## src/rtl/iter_div_unit.sv

```systemverilog
// iter_div_unit
//   Multi-cycle RISC-V M-extension divide/remainder unit (DIV, DIVU, REM, REMU)
//   built around a radix-2 restoring divider that retires one quotient bit per
//   cycle. Divide-by-zero and signed overflow are resolved in the accept cycle.
//
// Ports
//   clk     system clock, rising-edge
//   rst     synchronous active-low reset
//   start   request a new operation (sampled only in IDLE)
//   op      00 DIV, 01 DIVU, 10 REM, 11 REMU
//   A, B    dividend (rs1) and divisor (rs2), sampled with start
//   flush   abort the in-flight operation
//   busy    high while CALC or FIX (pipeline stall)
//   done    one-cycle pulse, result valid while high
//   result  quotient or remainder, held until the next accepted start
module iter_div_unit #(
  parameter int N  = 32,
  parameter int CW = 6
) (
  input  logic         clk,
  input  logic         rst,
  input  logic         start,
  input  logic [1:0]   op,
  input  logic [N-1:0] A,
  input  logic [N-1:0] B,
  input  logic         flush,
  output logic         busy,
  output logic         done,
  output logic [N-1:0] result
);

  localparam logic [1:0] S_IDLE = 2'd0;
  localparam logic [1:0] S_CALC = 2'd1;
  localparam logic [1:0] S_FIX  = 2'd2;
  localparam logic [1:0] S_DONE = 2'd3;

  localparam logic [N-1:0] MOST_NEG = {1'b1, {(N-1){1'b0}}};

  logic [1:0]    r_state;
  logic          r_is_rem;
  logic          r_sign_q;
  logic          r_sign_r;
  logic [N-1:0]  r_rem;
  logic [N-1:0]  r_quo;
  logic [N-1:0]  r_div;
  logic [CW-1:0] r_cnt;
  logic [N-1:0]  r_result;

  logic          w_signed;
  logic          w_a_neg;
  logic          w_b_neg;
  logic [N-1:0]  w_abs_a;
  logic [N-1:0]  w_abs_b;
  logic          w_div0;
  logic          w_ovf;
  logic [N:0]    w_shift;
  logic [N:0]    w_diff;
  logic [N-1:0]  w_quo_fix;
  logic [N-1:0]  w_rem_fix;

  // op[0] clear selects the signed variants (DIV, REM).
  assign w_signed = ~op[0];
  assign w_a_neg  = w_signed & A[N-1];
  assign w_b_neg  = w_signed & B[N-1];
  // Negating the most negative value yields itself, which is the correct
  // unsigned magnitude, so no special handling is needed here.
  assign w_abs_a  = w_a_neg ? -A : A;
  assign w_abs_b  = w_b_neg ? -B : B;
  assign w_div0   = (B == '0);
  assign w_ovf    = w_signed && (A == MOST_NEG) && (B == '1);

  // Shifted partial remainder is below 2*divisor, so the (N+1)-bit difference
  // never wraps and its MSB is a reliable "would go negative" flag.
  assign w_shift  = {r_rem, r_quo[N-1]};
  assign w_diff   = w_shift - {1'b0, r_div};

  assign w_quo_fix = r_sign_q ? -r_quo : r_quo;
  assign w_rem_fix = r_sign_r ? -r_rem : r_rem;

  assign busy   = (r_state == S_CALC) || (r_state == S_FIX);
  assign done   = (r_state == S_DONE);
  assign result = r_result;

  always_ff @(posedge clk) begin
    if (!rst) begin
      r_state  <= S_IDLE;
      r_result <= '0;
      r_cnt    <= '0;
    end else begin
      case (r_state)
        S_IDLE: begin
          if (start && !flush) begin
            r_is_rem <= op[1];
            if (w_div0) begin
              r_result <= op[1] ? A : '1;
              r_state  <= S_DONE;
            end else if (w_ovf) begin
              r_result <= op[1] ? '0 : MOST_NEG;
              r_state  <= S_DONE;
            end else begin
              r_sign_q <= w_a_neg ^ w_b_neg;
              r_sign_r <= w_a_neg;
              r_rem    <= '0;
              r_quo    <= w_abs_a;
              r_div    <= w_abs_b;
              r_cnt    <= '0;
              r_state  <= S_CALC;
            end
          end
        end
        S_CALC: begin
          if (flush) begin
            r_state <= S_IDLE;
          end else begin
            // Keep the difference when non-negative, otherwise restore.
            r_rem <= w_diff[N] ? w_shift[N-1:0] : w_diff[N-1:0];
            r_quo <= {r_quo[N-2:0], ~w_diff[N]};
            r_cnt <= r_cnt + CW'(1);
            if (r_cnt == CW'(N-1)) begin
              r_state <= S_FIX;
            end
          end
        end
        S_FIX: begin
          if (flush) begin
            r_state <= S_IDLE;
          end else begin
            r_result <= r_is_rem ? w_rem_fix : w_quo_fix;
            r_state  <= S_DONE;
          end
        end
        default: begin
          r_state <= S_IDLE;
        end
      endcase
    end
  end

endmodule

```

## config.mk

```make
export PLATFORM = sky130hd
export DESIGN_NAME = iter_div_unit
export DESIGN_NICKNAME = d
export VERILOG_FILES = /design/src/rtl/iter_div_unit.sv
export SDC_FILE = /design/constraint.sdc
export NUM_CORES = 1
export LEC_CHECK = 0
export BUFFER_PORTS_ARGS = -buffer_cell sky130_fd_sc_hd__buf_2
export CORE_ASPECT_RATIO = 0.6
export CORE_MARGIN = 4
export CORE_UTILIZATION = 30
export CTS_BUF_LIST = sky130_fd_sc_hd__clkbuf_4 sky130_fd_sc_hd__clkbuf_8 sky130_fd_sc_hd__clkbuf_16
export DETAILED_ROUTE_END_ITERATION = 8
export GPL_ROUTABILITY_DRIVEN = 1
export HOLD_SLACK_MARGIN = 0.12
export PLACE_DENSITY_LB_ADDON = 0.12
export SLEW_MARGIN = 15
export SYNTH_ARGS = -nofsm -noshare
export SYNTH_HDL_FRONTEND = slang
export SYNTH_SLANG_ARGS = --single-unit
```

## constraint.sdc

```tcl
create_clock -name clk -period 7.8 [get_ports clk]
set_clock_uncertainty 0.2 [all_clocks]
set_input_delay 1.56 -clock clk [delete_from_list [all_inputs] [get_ports clk]]
set_output_delay 1.56 -clock clk [all_outputs]
set_load 0.05 [all_outputs]
```

**Word level (Yosys, flattened, before mapping)**

Index checks and enable logic that the tools add are counted.

- Add/subtract/negate cells: 6
- Equality and inequality tests: 13
- Mux-type cells: 35
- Bitwise operators: 7
- Reductions and logical operators: 15

Operators by type and width:

| kind | number |
|---|---|
| 32-bit 2-to-1 mux | 20 |
| 32-bit case mux with 2 select lines | 3 |
| 32-bit negator | 4 |
| 32-bit equality test, second input constant | 2 |
| 33-bit by 32-bit subtractor with 33-bit output | 1 |
| 32-bit logical NOT | 1 |
| 6-bit 2-to-1 mux | 4 |
| 2-bit 2-to-1 mux | 6 |
| 6-bit case mux with 2 select lines | 1 |
| 2-bit inequality test, second input constant | 5 |
| 5-bit AND reduction | 2 |
| 6-bit by 1-bit adder with 6-bit output, second input constant | 1 |
| 6-bit by 5-bit equality test with 1-bit output, second input constant | 1 |
| 2-bit case mux with 3 select lines | 1 |
| 6-bit AND reduction | 1 |
| 2-bit equality test, second input constant | 2 |
| 1-bit inverter | 4 |
| 4-bit AND reduction | 1 |
| 2-bit nonzero test | 2 |
| 1-bit logical AND | 3 |
| 3-bit by 2-bit inequality test with 1-bit output, second input constant | 1 |
| 3-bit inequality test, second input constant | 1 |
| 3-bit AND reduction | 1 |
| 1-bit AND | 2 |
| other kinds (6) | 6 |

- Flip-flop bits (word level): 139
- Bits of input ports: 70
- Logic and storage cells: 85

**Longest topological paths before layout**

Gate-level depths: netlist of the first run.

- Word-level depth: 7
- Gate-level depth with buffers: 15
- Depth with buffers taken out: 13

**Worst setup path before layout of the first run**

Ideal clock, no wire load.

- Path kind: input to register
- Start: input port A[0]
- End: register r_quo[0] (enable)
- Arrival: 5.534 ns
- Required time: 7.114 ns
- Slack: 1.580 ns
- Stages on the path: 11
- Cells stage by stage: inv_1 ha_1 nor3b_1 nand2_1 or3_4 nor3_4 nand2_1 o21a_1 nand3_1 a21o_1 nor2_1

- Cells in the longest elaborated chain, start to end: 5

RTL lines:

| what | RTL line | text |
|---|---|---|
| start, declared | 24 | `input logic [N-1:0] A,` |
| 32-bit equality test | 70 | `assign w_ovf = w_signed && (A == MOST_NEG) && (B == '1);` |
| 1-bit logical AND (2 in a row) | 70 |  |
| 2-bit inequality test (no line) | - |  |
| 6-bit AND reduction (no line) | - |  |
| end signal, assigned | 104 | `r_quo <= w_abs_a;` |
| end signal, assigned | 117 | `r_quo <= {r_quo[N-2:0], ~w_diff[N]};` |
| end, declared | 44 | `logic [N-1:0] r_quo;` |

No other way between the ends.
A chain may end at the register's enable or synchronous reset.

**Worst setup path in the final report of the first run**

- Start: input port B[6]
- End: register r_result[7] (netlist: result[7])

- Cells in the longest elaborated chain, start to end: 4
- Elaborated cells between the ends (all ways): 8
- Classes of those cells: eq/ne (2); mux (3); reduce/logical (3)

RTL lines:

| what | RTL line | text |
|---|---|---|
| start, declared | 25 | `input logic [N-1:0] B,` |
| 32-bit equality test or 32-bit logical NOT (tied branches) | 70, 69 |  |
| 1-bit logical AND or 32-bit 2-to-1 mux (tied branches) | 70, 94 |  |
| 3-bit inequality test (no line) or 32-bit 2-to-1 mux (tied branches) | - |  |
| 4-bit AND reduction (no line) or 32-bit case mux with 2 select lines (tied branches) | - |  |
| end signal, assigned | 95 | `r_result <= op[1] ? A : '1;` |
| end signal, assigned | 98 | `r_result <= op[1] ? '0 : MOST_NEG;` |
| end signal, assigned | 128 | `r_result <= r_is_rem ? w_rem_fix : w_quo_fix;` |
| end, declared | 47 | `logic [N-1:0] r_result;` |

Parallel ways exist; a longest one is shown, timed or not. The select of a mux whose other input is x is not followed.

==> results.md, run 1 <==
Place:
- Routability-driven placement finished with a final weighted congestion of 0.819.
- Detailed placement finished with a half-perimeter wire length of 24000 µm.
- Before CTS, the worst setup slack after placement is 1690 ps.
- In this run the tool buffered the top-level ports with 103 buffer cells.
- The placed standard-cell area is 11500 µm².

Clock tree:
- Clock latency on the worst-skew pair, taken at its later pin, is 450 ps.
- The number of buffers added for setup after CTS is 0.
- The post-CTS resize count is 0.
- The clock drives 139 sinks.
- CTS placed an instance of sky130_fd_sc_hd__clkbuf_16 at the clock tree root.
- The hold buffer count at cts is 0.
- The maximum root-to-sink buffer count is 2.
- The clock buffer count from CTS is 17.
- The TritonCTS clock tree is done.
- The H-tree was split into 4 levels.
- After clock tree synthesis, the clock-pin slew on the worst setup and hold paths is 60 ps.

Floorplanning:
- Measured along the x axis, the die boundary spans 250 µm.
- The area of the die is 38400 µm².
- The initial standard-cell utilization of the core is 30.9%.
- After floorplanning, the core was divided into 52 placement rows.
- 104 I/O pins were placed.
- The vertical extent of the die is 153 µm.
- The core region area is 34200 µm².

Timing:
- The max-slew violation total from the final report is 0.
- The final setup slack of the worst path is 2470 ps.
- Setup repair after global routing left no endpoint under its margin.
- At the pin with the least slew margin, the transition time is 1100 ps.
- The headroom to the max-slew limit is 26.8%.
- The worst path in the final design needs a cycle of 5330 ps, including I/O delays and setup.
- Derived from the worst setup path, the maximum achievable clock frequency is 0.187 GHz.
- The number of failing setup endpoints in the final timing report is 0.
- After routing, the total negative slack on setup checks comes to 0 ps.
- The number of hold-slack violations in the final timing report is 0.
- Of the available clock period, the critical path in the final layout requires 68.4%.

Worst setup path:
- The slowest stage of the critical path is the sky130_fd_sc_hd__nand4b_2 cell.
- The setup path with the least slack is of type in -> reg.
- The setup check on the worst reg-to-reg path leaves a slack of 3130 ps.
- The worst endpoint required time is 7960 ps.
- STA classifies the critical path startpoint as a primary input.
- The category of cells accounting for the largest share of critical-path delay is simple AND/OR/NAND/NOR gates.
- The signal on the critical path passes through buf_2 -> or4_4 -> nor4_2 -> nand2_1 -> nor3b_4 -> nand4b_2 -> o21a_1 -> nand3b_4 -> a21oi_4 -> buf_16 -> buf_4 -> nor2_1 -> a211oi_1.
- The largest fanout on the critical path is 33.
- The count of buffering cells on the critical path with inverters included is 3.
- In this design, the stage delay of the slowest critical-path cell is 700 ps.
- STA classifies the critical path endpoint as a register.
- The data arrival time of the critical path is 5500 ps.

GRT:
- The first global-routing pass estimated 49500 µm of wire.
- The number of global-route vias before repair was 8608.
- For this run the aggregate overflow at the end of global routing stands at 0.
- The number of antenna violations at the first check in global routing is 1.
- The all-layer global routing usage is 16.1%.
- The largest net degree at the start of global routing is 66.

Layout:
- The number of antenna diodes in the final layout is 0.
- The layout overhead on the synthesized area is 15.3%.
- Of the cells placed in the final design, the portion with a size suffix greater than 1 is 12.5%.
- The final net count is 1433.
- The final standard cell area without fillers is 12200 µm².

Logic synthesis:
- The number of warnings reported in the yosys synthesis log is 0.
- The instance count of the mapped netlist is 1247.
- By area the synthesized netlist is led by sky130_fd_sc_hd__edfxtp_1 (28%), sky130_fd_sc_hd__dfxtp_1 (7.6%), sky130_fd_sc_hd__xnor2_1 (6.5%).
- Summing the sequential cell areas from Yosys gives 35.7% of the chip area.
- The flip-flop cell with the highest count after synthesis is sky130_fd_sc_hd__edfxtp_1.
- The share of synthesized area in the top cell type comes to 28.1%.
- The count of state elements after synthesis is 139.
- The count of flip-flops with a built-in enable after synthesis is 99.
- The count of cell types in the netlist is 70.
- After synthesis the cells add up to 10600 µm².
- In the synthesized netlist the async set-or-reset flop fraction comes to 0%.
- The number of nets handed over by synthesis was 1360.
- After synthesis, the mean cell area works out to 8.48 µm².
- The biggest area contributor in the post-synthesis netlist is sky130_fd_sc_hd__edfxtp_1.

Detailed routing:
- The first TritonRoute pass finished after 5 iterations.
- After detailed routing, the total wire length is 31300 µm.
- The post-detailed-route via-to-cell ratio is 5.16.
- In the final routed layout, each cell accounts on average for 17.5 µm.
- The overall via count from detail_route is 9255.
- The count of nets left with antenna violations once routing finished came out at 0.
- The number of violations reported at the end of detailed-routing iteration 0 is 767.
- The DRC violation count after routing is 0.

Power:
- In this run the power density over the cells is 189 nW/µm².
- The maximum VDD drop is 0.153 mV.
- The leakage power total is 4.57 nW.

Outcome:
- The run finished with clean final reports.

Flow run:
- Across the run, the number of max-cap violations was 0.

Min path:
- The path type of the worst min-delay path is reg -> reg.
[per-stage QoR]
step | hold slack [ps] | total power [mW] | std cells | util [%]
floorplan | 244 | 1.28 | 1247 | -
global placement | 259 | 1.43 | 1759 | 33.6
detailed placement | 260 | 1.43 | 1759 | 33.6
CTS | 269 | 2.33 | 1791 | 35.5
global route | 289 | 2.43 | 1792 | 35.6
finish | 267 | 2.30 | 1792 | 35.6
[tightest hold or removal path: cells and delay by family (launching register included)]
family / cells / cell delay (ps)
AOI/OAI and AO/OA: 1 / 60
and+or+nand+nor: 1 / 50
DFF: 1 / 320
[per-layer routing]
| layer | vias to the layer above | part of all wire (%) | global-route usage [%] |
|---|---|---|---|
| li1 | 4675 | - | - |
| met1 | 4414 | 53 | 24.7 |
| met2 | 139 | 43 | 23.3 |
| met3 | 25 | 2.8 | 2.70 |
| met4 | 2 | 1.2 | 3.93 |
| met5 | - | 0.041 | 0 |
[worst paths after layout]
path                                  from         end  depth (start not counted)
worst max register to register   r_quo[31]    r_rem[6]                         13
worst min-delay path            result[31]  result[31]                          2
worst min register to register  result[31]  result[31]                          2
worst max-delay path                  B[6]   result[7]                         13
[report_power, final]
group	internal [mW]	switching, mW	leakage (nW)	total (mW)
Sequential	0.855	0.0398	1.24	0.895
Combinational	0.196	0.325	3.00	0.521
Clock	0.546	0.342	0.328	0.888
Total	1.60	0.707	4.57	2.30
[flip-flops by register name, indices dropped and copies added, names as in the netlist]
name      count
r_cnt         6
r_div        32
r_is_rem      1
r_quo        32
r_rem        32
r_sign_q      1
r_sign_r      1
r_state       2
result       32
[final cells by class]
| type | count | area [µm²] |
|---|---|---|
| Fill cell | 3619 | 22000 |
| Multi-Input combinational cell | 988 | 6350 |
| Sequential cell | 139 | 3770 |
| Timing Repair Buffer | 115 | 626 |
| Clock buffer | 27 | 619 |
| Tap cell | 459 | 574 |
| Inverter | 59 | 221 |
| Clock inverter | 5 | 31.3 |
[synthesized netlist by cell type, drive strengths merged (16+ instances only)]
master  number
xnor2       79
a211oi      27
mux2i       28
o31ai       21
nor2       140
o21ai      102
inv         56
ha          42
clkbuf      49
dfxtp       40
nand2      115
nand2b      19
nor3        35
nand3       20
xor2        66
nand4       16
a21oi       99
edfxtp      99
o41ai       17
[layout by cell type, fill, tap and decap left out, types with 15 or more instances in the layout]
cell type and instances:
sky130_fd_sc_hd__a211oi_1 27, sky130_fd_sc_hd__a21oi_1 98, sky130_fd_sc_hd__buf_2 103, sky130_fd_sc_hd__clkbuf_16 22, sky130_fd_sc_hd__dfxtp_1 40, sky130_fd_sc_hd__edfxtp_1 99, sky130_fd_sc_hd__ha_1 40, sky130_fd_sc_hd__inv_1 56
sky130_fd_sc_hd__mux2i_1 28, sky130_fd_sc_hd__nand2_1 115, sky130_fd_sc_hd__nand2b_1 19, sky130_fd_sc_hd__nand3_1 20, sky130_fd_sc_hd__nand4_1 16, sky130_fd_sc_hd__nor2_1 139, sky130_fd_sc_hd__nor3_1 34, sky130_fd_sc_hd__o211ai_1 15
sky130_fd_sc_hd__o21ai_0 102, sky130_fd_sc_hd__o31ai_1 21, sky130_fd_sc_hd__o41ai_1 16, sky130_fd_sc_hd__xnor2_1 79, sky130_fd_sc_hd__xor2_1 66
[cells by family after synthesis]
logic type / Yosys count / share of synthesized area [%]
adders and majority gates: 43 / 5.16
xor gates and xnor gates: 145 / 12.0
DFF: 139 / 35.7
and+or+nand+nor: 428 / 19.6
buffers and inverters: 120 / 4.44
muxes: 28 / 2.65
AOI/OAI and AO/OA: 344 / 20.5
No activity file was read; power rests on OpenSTA's default activity.
==> inputs of run 2 (changes only) <==
==> constraint.sdc (replaced) <==
create_clock -name clk -period 4.7 [get_ports clk]
set_clock_uncertainty 0.2 [all_clocks]
set_input_delay 0.94 -clock clk [delete_from_list [all_inputs] [get_ports clk]]
set_output_delay 0.94 -clock clk [all_outputs]
set_load 0.05 [all_outputs]
==> results.md, run 2 (same netlist as run 1, synthesis figures left out) <==
Timing:
- The headroom to the max-slew limit is 29.7%.
- The minimum period implied by the final worst setup slack is 4070 ps.
- Setup repair after global routing left no endpoint under its margin.
- The timing-limited maximum frequency is 0.246 GHz.
- The final total negative setup slack is 0 ps.
- The worst path uses 86.5% of the clock period.
- The number of hold-slack violations in the final timing report is 0.
- For the pin with the worst max-slew slack, the measured transition is 1050 ps.
- The max-slew violation total from the final report is 0.
- The number of failing setup endpoints in the final timing report is 0.

Clock tree:
- After clock tree synthesis, the flow added hold-fix buffers numbering 0.
- TritonCTS built the clock tree.
- Clock-pin slew was measured on the worst setup and hold paths at 60 ps.
- The post-CTS resize count is 0.
- The clock sink count is 139.
- The clock buffer count from CTS is 17.
- The clock latency on the worst-skew pair is 430 ps.
- The clock tree synthesis step divided the H-tree into 4 levels.
- The maximum root-to-sink buffer count is 2.
- The clock root buffer is sky130_fd_sc_hd__clkbuf_16.
- The number of buffers added for setup after CTS is 0.

Min path:
- In this run the most critical hold path is launched from result[31].
- The path type of the worst min-delay path is reg -> reg.

Worst setup path:
- At the worst endpoint, the required time is 4690 ps.
- The critical path launch point type is a register.
- The startpoint of the most critical setup path is r_quo[31].
- STA classifies the critical path endpoint as a register.
- The classification of the worst setup path is reg -> reg.
- The data arrival time of the critical path is 4050 ps.
- The startpoint identified for the worst register-to-register timing path is r_quo[31].
- The largest fanout on the critical path is 38.

Layout:
- The fraction of layout cells with a size suffix above 1 is 13.2%.
- The commonest non-fill, non-tap cell in the layout is sky130_fd_sc_hd__nor2_1.
- The final standard cell area without fillers is 12200 µm².
- In the final design database the tool counted 1443 nets.
- The layout overhead on the synthesized area is 15.7%.
- The repair_antennas step left the layout with diodes totalling 0.
- The top cell types in the final layout, fill and taps aside, are sky130_fd_sc_hd__nor2_1 (139), sky130_fd_sc_hd__nand2_1 (115), sky130_fd_sc_hd__buf_2 (103), sky130_fd_sc_hd__o21ai_0 (102), sky130_fd_sc_hd__edfxtp_1 (99).
- The number of standard cells in the layout, taps in and fillers out is 1802.

Floorplanning:
- The region available for standard cell placement spans 34200 µm².
- The number of core rows is 52.
- The vertical extent of the die is 153 µm.
- The number of primary I/O pins is 104.
- The area of the die is 38400 µm².
- The die outline width is 250 µm.
- The initial standard-cell utilization of the core is 30.9%.

Power:
- Power comes to 3.75 mW.
- The total power divided by cell area is 307 nW/µm².
- The fraction of power spent switching nets is 30.6%.
- The maximum VDD drop is 0.248 mV.
- The internal portion of total power is 2.60 mW.
- The power share of the clock group is 37.0%.
- In this run, the combinational gates consume 23.4% of the power.
- Summed over all nets, the switching power comes to 1.15 mW.
- The share of total power dissipated in sequential elements is 39.5%.
- Summed over all cells, the static leakage comes to 4.61 nW.

Detailed routing:
- The detailed router put a total of 16900 µm of wire on met1.
- The post-detailed-routing wire length is 31200 µm.
- Wire segments on met2 add up to 12800 µm in the final route.
- The detailed router finished its first iteration with 699 violations.
- In the routed design, unresolved DRC markers number 0.
- Using the TritonRoute via totals, the vias-per-cell ratio works out to 5.16.
- The overall via count from detail_route is 9295.
- In the final routed layout, each cell accounts on average for 17.3 µm.
- Routed signal wires occupy layers up through met4.
- The met3 layer wire length in the routed design is 1070 µm.
- Once detail routing completed, the nets flagged for antenna violations numbered 0.
- The number of iterations in the first detailed-routing pass is 5.

GRT:
- The first-pass GRT wire length is 50100 µm.
- The global route total overflow is 0.
- The number of global-route vias before repair came to 8848.
- Global routing used 16.2% of the available tracks across all layers.
- The largest net degree at the start of global routing is 65.
- The number of antenna violations at the first check in global routing is 0.

Place:
- Input and output buffers added on the ports amount to 103.
- The congestion estimate from routability-driven global placement came to 0.850.
- The total placed cells including tap cells is 1770.
- Detailed placement ended at an HPWL of 24300 µm.
- In this run the cell area measured after placement is 11600 µm².

Outcome:
- The run finished with clean final reports.

Flow run:
- The reported max-cap violation count is 0.
-- run 2: cell types whose count changed in the layout (fill, tap and decap cells not counted) --
cell	delta
sky130_fd_sc_hd__buf_12	+3
sky130_fd_sc_hd__buf_16	-1
sky130_fd_sc_hd__buf_4	+8
sky130_fd_sc_hd__bufinv_16	+1
sky130_fd_sc_hd__clkbuf_16	-2
sky130_fd_sc_hd__clkbuf_4	+2
sky130_fd_sc_hd__clkbuf_8	-4
sky130_fd_sc_hd__clkinv_2	+2
sky130_fd_sc_hd__clkinv_4	+1
sky130_fd_sc_hd__inv_4	+1
sky130_fd_sc_hd__inv_6	-1
-- run 2: per-stage QoR --
stage	hold slack [ps]	utilization, %	setup slack (ps)
6_report	254	35.8	635
5_1_grt	279	35.8	406
4_1_cts	262	35.8	682
3_5_place_dp	253	34.0	473
3_3_place_gp	254	34.0	605
2_1_floorplan	244	-	175
-- run 2: critical path: stages (launching register included) --
cell	delay [ps]
sky130_fd_sc_hd__edfxtp_1	340
sky130_fd_sc_hd__inv_1	100
sky130_fd_sc_hd__ha_1	260
sky130_fd_sc_hd__fa_1	400
sky130_fd_sc_hd__nand2b_1	180
sky130_fd_sc_hd__a21oi_1	300
sky130_fd_sc_hd__o211ai_1	230
sky130_fd_sc_hd__nand2_1	240
sky130_fd_sc_hd__a311oi_1	150
sky130_fd_sc_hd__o21bai_1	440
sky130_fd_sc_hd__nand3_1	130
sky130_fd_sc_hd__a22o_2	270
sky130_fd_sc_hd__buf_12	180
sky130_fd_sc_hd__and2_1	190
sky130_fd_sc_hd__o21a_1	170
-- run 2: worst paths after layout --
| path | to | slack, ps | cells after the start |
|---|---|---|---|
| worst max register to register | r_rem[17] | 630 | 14 |
| worst max-delay path | r_rem[17] | 630 | 14 |
| worst min-delay path | result[31] | 250 | 2 |
| worst min register to register | result[31] | 250 | 2 |
-- run 2: cell type report --
class / instances / area, µm²
Tap cell: 459 / 574
Sequential cell: 139 / 3770
Fill cell: 3551 / 22000
Clock buffer: 23 / 529
Inverter: 59 / 221
Timing Repair Buffer: 125 / 718
Clock inverter: 9 / 77.6
Multi-Input combinational cell: 988 / 6350
-- run 2: routing by layer --
| metal | up-vias | global-route usage, % |
|---|---|---|
| met5 | - | 0 |
| met4 | 0 | 3.06 |
| met3 | 20 | 3.16 |
| met2 | 140 | 23.3 |
| met1 | 4428 | 25.1 |
| li1 | 4707 | - |
-- run 2: power groups by stage --
stage,sequential (mW),clock [mW],combinational (mW)
4_1_cts,1.48,1.44,0.889
3_3_place_gp,1.51,0,0.879
5_1_grt,1.49,1.49,0.996
2_1_floorplan,1.50,0,0.622
6_report,1.48,1.39,0.879
3_5_place_dp,1.51,0,0.883
==> inputs of run 3 (changes only) <==
--- a/config.mk
+++ b/config.mk
@@ -5,7 +5,9 @@
 export SDC_FILE = /design/constraint.sdc
 export NUM_CORES = 1
 export LEC_CHECK = 0
-export BUFFER_PORTS_ARGS = -buffer_cell sky130_fd_sc_hd__buf_2
+export BUFFER_PORTS_ARGS = -buffer_cell sky130_fd_sc_hd__buf_4
+export CELL_PAD_IN_SITES_DETAIL_PLACEMENT = 0
+export CELL_PAD_IN_SITES_GLOBAL_PLACEMENT = 1
 export CORE_ASPECT_RATIO = 0.6
 export CORE_MARGIN = 4
 export CORE_UTILIZATION = 30
@@ -14,6 +16,7 @@
 export GPL_ROUTABILITY_DRIVEN = 1
 export HOLD_SLACK_MARGIN = 0.12
 export PLACE_DENSITY_LB_ADDON = 0.12
+export RECOVER_POWER = 50
 export SLEW_MARGIN = 15
 export SYNTH_ARGS = -nofsm -noshare
 export SYNTH_HDL_FRONTEND = slang
==> results.md, run 3 (same netlist as run 1, synthesis figures left out) <==
Layout:
- Relative to the synthesized area, the layout overhead comes to 16.4%.
- In the final layout, the share of cells above drive strength 1 is 9.65%.
- The number of antenna diodes is 0.
- The final net count is 1447.
- Leaving out fill and tap cells, the most frequent cells in the layout are sky130_fd_sc_hd__nor2_1 (139), sky130_fd_sc_hd__nand2_1 (115), sky130_fd_sc_hd__o21ai_0 (102), sky130_fd_sc_hd__edfxtp_1 (99), sky130_fd_sc_hd__a21oi_1 (98).
- Leaving out fill and tap cells, the most frequent cell in the layout is sky130_fd_sc_hd__nor2_1.
- The count of cells in the finished layout, fillers not included, comes to 1806.
- The finished cells cover 12300 µm².

Clock tree:
- The H-tree level count is 4.
- Buffers inserted during clock tree synthesis total 17.
- Clock-pin slew was measured on the worst setup and hold paths at 70 ps.
- TritonCTS built the clock tree.
- Buffers added to address setup during post-CTS repair amount to 0.
- At the later pin of the worst-skew pair, clock insertion delay measures 440 ps.
- The post-CTS resize count is 0.
- CTS saw 139 sinks.
- In this run the deepest clock path goes through 2 buffers.
- The clock root buffer is sky130_fd_sc_hd__clkbuf_16.
- For this design, the CTS-stage hold fixing added 0 buffers.

Place:
- Once detailed placement completed, the half-perimeter wirelength came to 25600 µm.
- In this run the tool buffered the top-level ports with 103 buffer cells.
- Summing all placed instances gives a cell area of 11900 µm².
- At the end of routability-driven placement, the weighted congestion stood at 0.817.
- Including well taps, the total number of placed cells is 1774.

Worst setup path:
- Among all stages on the critical path, the largest delay is contributed by sky130_fd_sc_hd__nor3_1.
- The worst endpoint required time is 4670 ps.
- The delay of the slowest critical-path stage is 620 ps.
- Counting stages on the worst path, the most repeated cell is sky130_fd_sc_hd__nand2_1.
- The classification of the worst setup path is in -> reg.
- Setup slack on the worst reg-to-reg path comes out at 510 ps.
- The worst setup path is captured at a register.
- Broken down by cell family, the worst path's largest delay share belongs to simple AND/OR/NAND/NOR gates.
- The critical path launch point type is a primary input.
- Along the worst path, the maximum fanout reaches 27.
- The signal on the critical path passes through clkbuf_1 -> inv_1 -> ha_1 -> nor3b_1 -> nand2_1 -> or3_1 -> nor3_1 -> nand2_1 -> o21a_1 -> nand3_1 -> a21o_1 -> nor2_4 -> buf_4.
- For the worst setup path, the data arrival time is 4180 ps.
- The count of buffering cells on the critical path with inverters included is 3.

GRT:
- Global routing finished with a remaining overflow of 0.
- The number of antenna violations at the first check in global routing is 0.
- The number of global-route vias before repair is 8911.
- The largest net degree at the start of global routing is 72.
- The first global-routing pass estimated 52000 µm of wire.
- The all-layer global routing usage is 17.0%.

Timing:
- Setup repair after global routing left no endpoint under its margin.
- The minimum period implied by the final worst setup slack is 4220 ps.
- The number of hold-slack violations in the final timing report is 0.
- Based on the critical path, the design can be clocked at up to 0.237 GHz.
- The headroom to the max-slew limit is 15.2%.
- Setup violations remaining at the end of the flow were counted as 0.
- At the pin with the least slew margin, the transition time is 1270 ps.
- The final worst-path cycle share is 89.7%.
- The max-slew violation total from the final report is 0.
- The final total negative setup slack is 0 ps.

Detailed routing:
- The number of violations reported at the end of detailed-routing iteration 0 is 665.
- The final antenna-violating net count is 0.
- The overall via count from detail_route is 9394.
- The post-detailed-routing wire length is 32800 µm.
- After detailed routing, the number of remaining DRC violations is 0.
- The number of iterations in the first detailed-routing pass is 8.
- The post-detailed-route via-to-cell ratio is 5.20.
- The average routed wire per standard cell is 18.2 µm.

Floorplanning:
- The die outline width is 250 µm.
- In this run the vertical extent of the chip is 153 µm.
- The area of the die is 38400 µm².
- Once the floorplan was initialized, standard cells occupied 30.9% of the core.
- The core region area is 34200 µm².
- The floorplan has 52 rows.
- The number of primary I/O pins is 104.

Power:
- The maximum VDD drop is 0.279 mV.
- Power spread over the standard cell area amounts to 306 nW/µm².
- The leakage power total is 4.47 nW.

Flow run:
- Across the run, the number of max-cap violations was 0.

Min path:
- In this run the worst hold path is classified as reg -> reg.

Outcome:
- The flow ran to the end, and the final reports show no timing, DRC or antenna violations.
-- run 3: final timing paths --
| path | endpoint | depth (start not counted) | startpoint |
|---|---|---|---|
| worst max-delay path | r_rem[27] | 13 | A[0] |
| worst min register to register | r_cnt[1] | 2 | r_cnt[1] |
| worst min-delay path | r_cnt[1] | 2 | r_cnt[1] |
| worst max register to register | r_rem[17] | 12 | r_rem[4] |
-- run 3: layout make-up --
type / instances / area (µm²)
timing repair buffer: 129 / 818
tap: 459 / 574
fill: 3653 / 21900
sequential: 139 / 3770
clock inverter: 8 / 48.8
inverter: 59 / 221
multi-input combinational: 988 / 6310
clock buffer: 24 / 561
-- run 3: worst reg2reg max path: cells and delay by family (launching register included) --
family	cells	cell delay [ps]
compound gates	8	2210
flops	1	490
simple gates	2	470
fa+ha+maj	1	390
buf+inv	1	190
-- run 3: per-stage QoR --
stage / total power [mW] / setup WS (ps) / hold WS [ps] / util, %
detailed placement: 2.42 / 472 / 267 / 34.8
floorplan: 2.12 / 175 / 244 / -
finish: 3.77 / 483 / 277 / 36.0
CTS: 3.83 / 537 / 277 / 36.6
global route: 3.98 / 252 / 316 / 36.0
global placement: 2.42 / 514 / 259 / 34.8
-- run 3: layer usage --
metal	GRT usage (%)	part of all wire [%]
met4	3.06	0.66
met1	26.7	54
met2	24.4	42
met5	0	0
met3	2.94	4.0
-- run 3: where the power goes --
part	total, mW	internal (mW)	switching (mW)
Combinational	0.891	0.346	0.545
Sequential	1.49	1.42	0.0695
Clock	1.39	0.833	0.558
Total	3.77	2.60	1.17
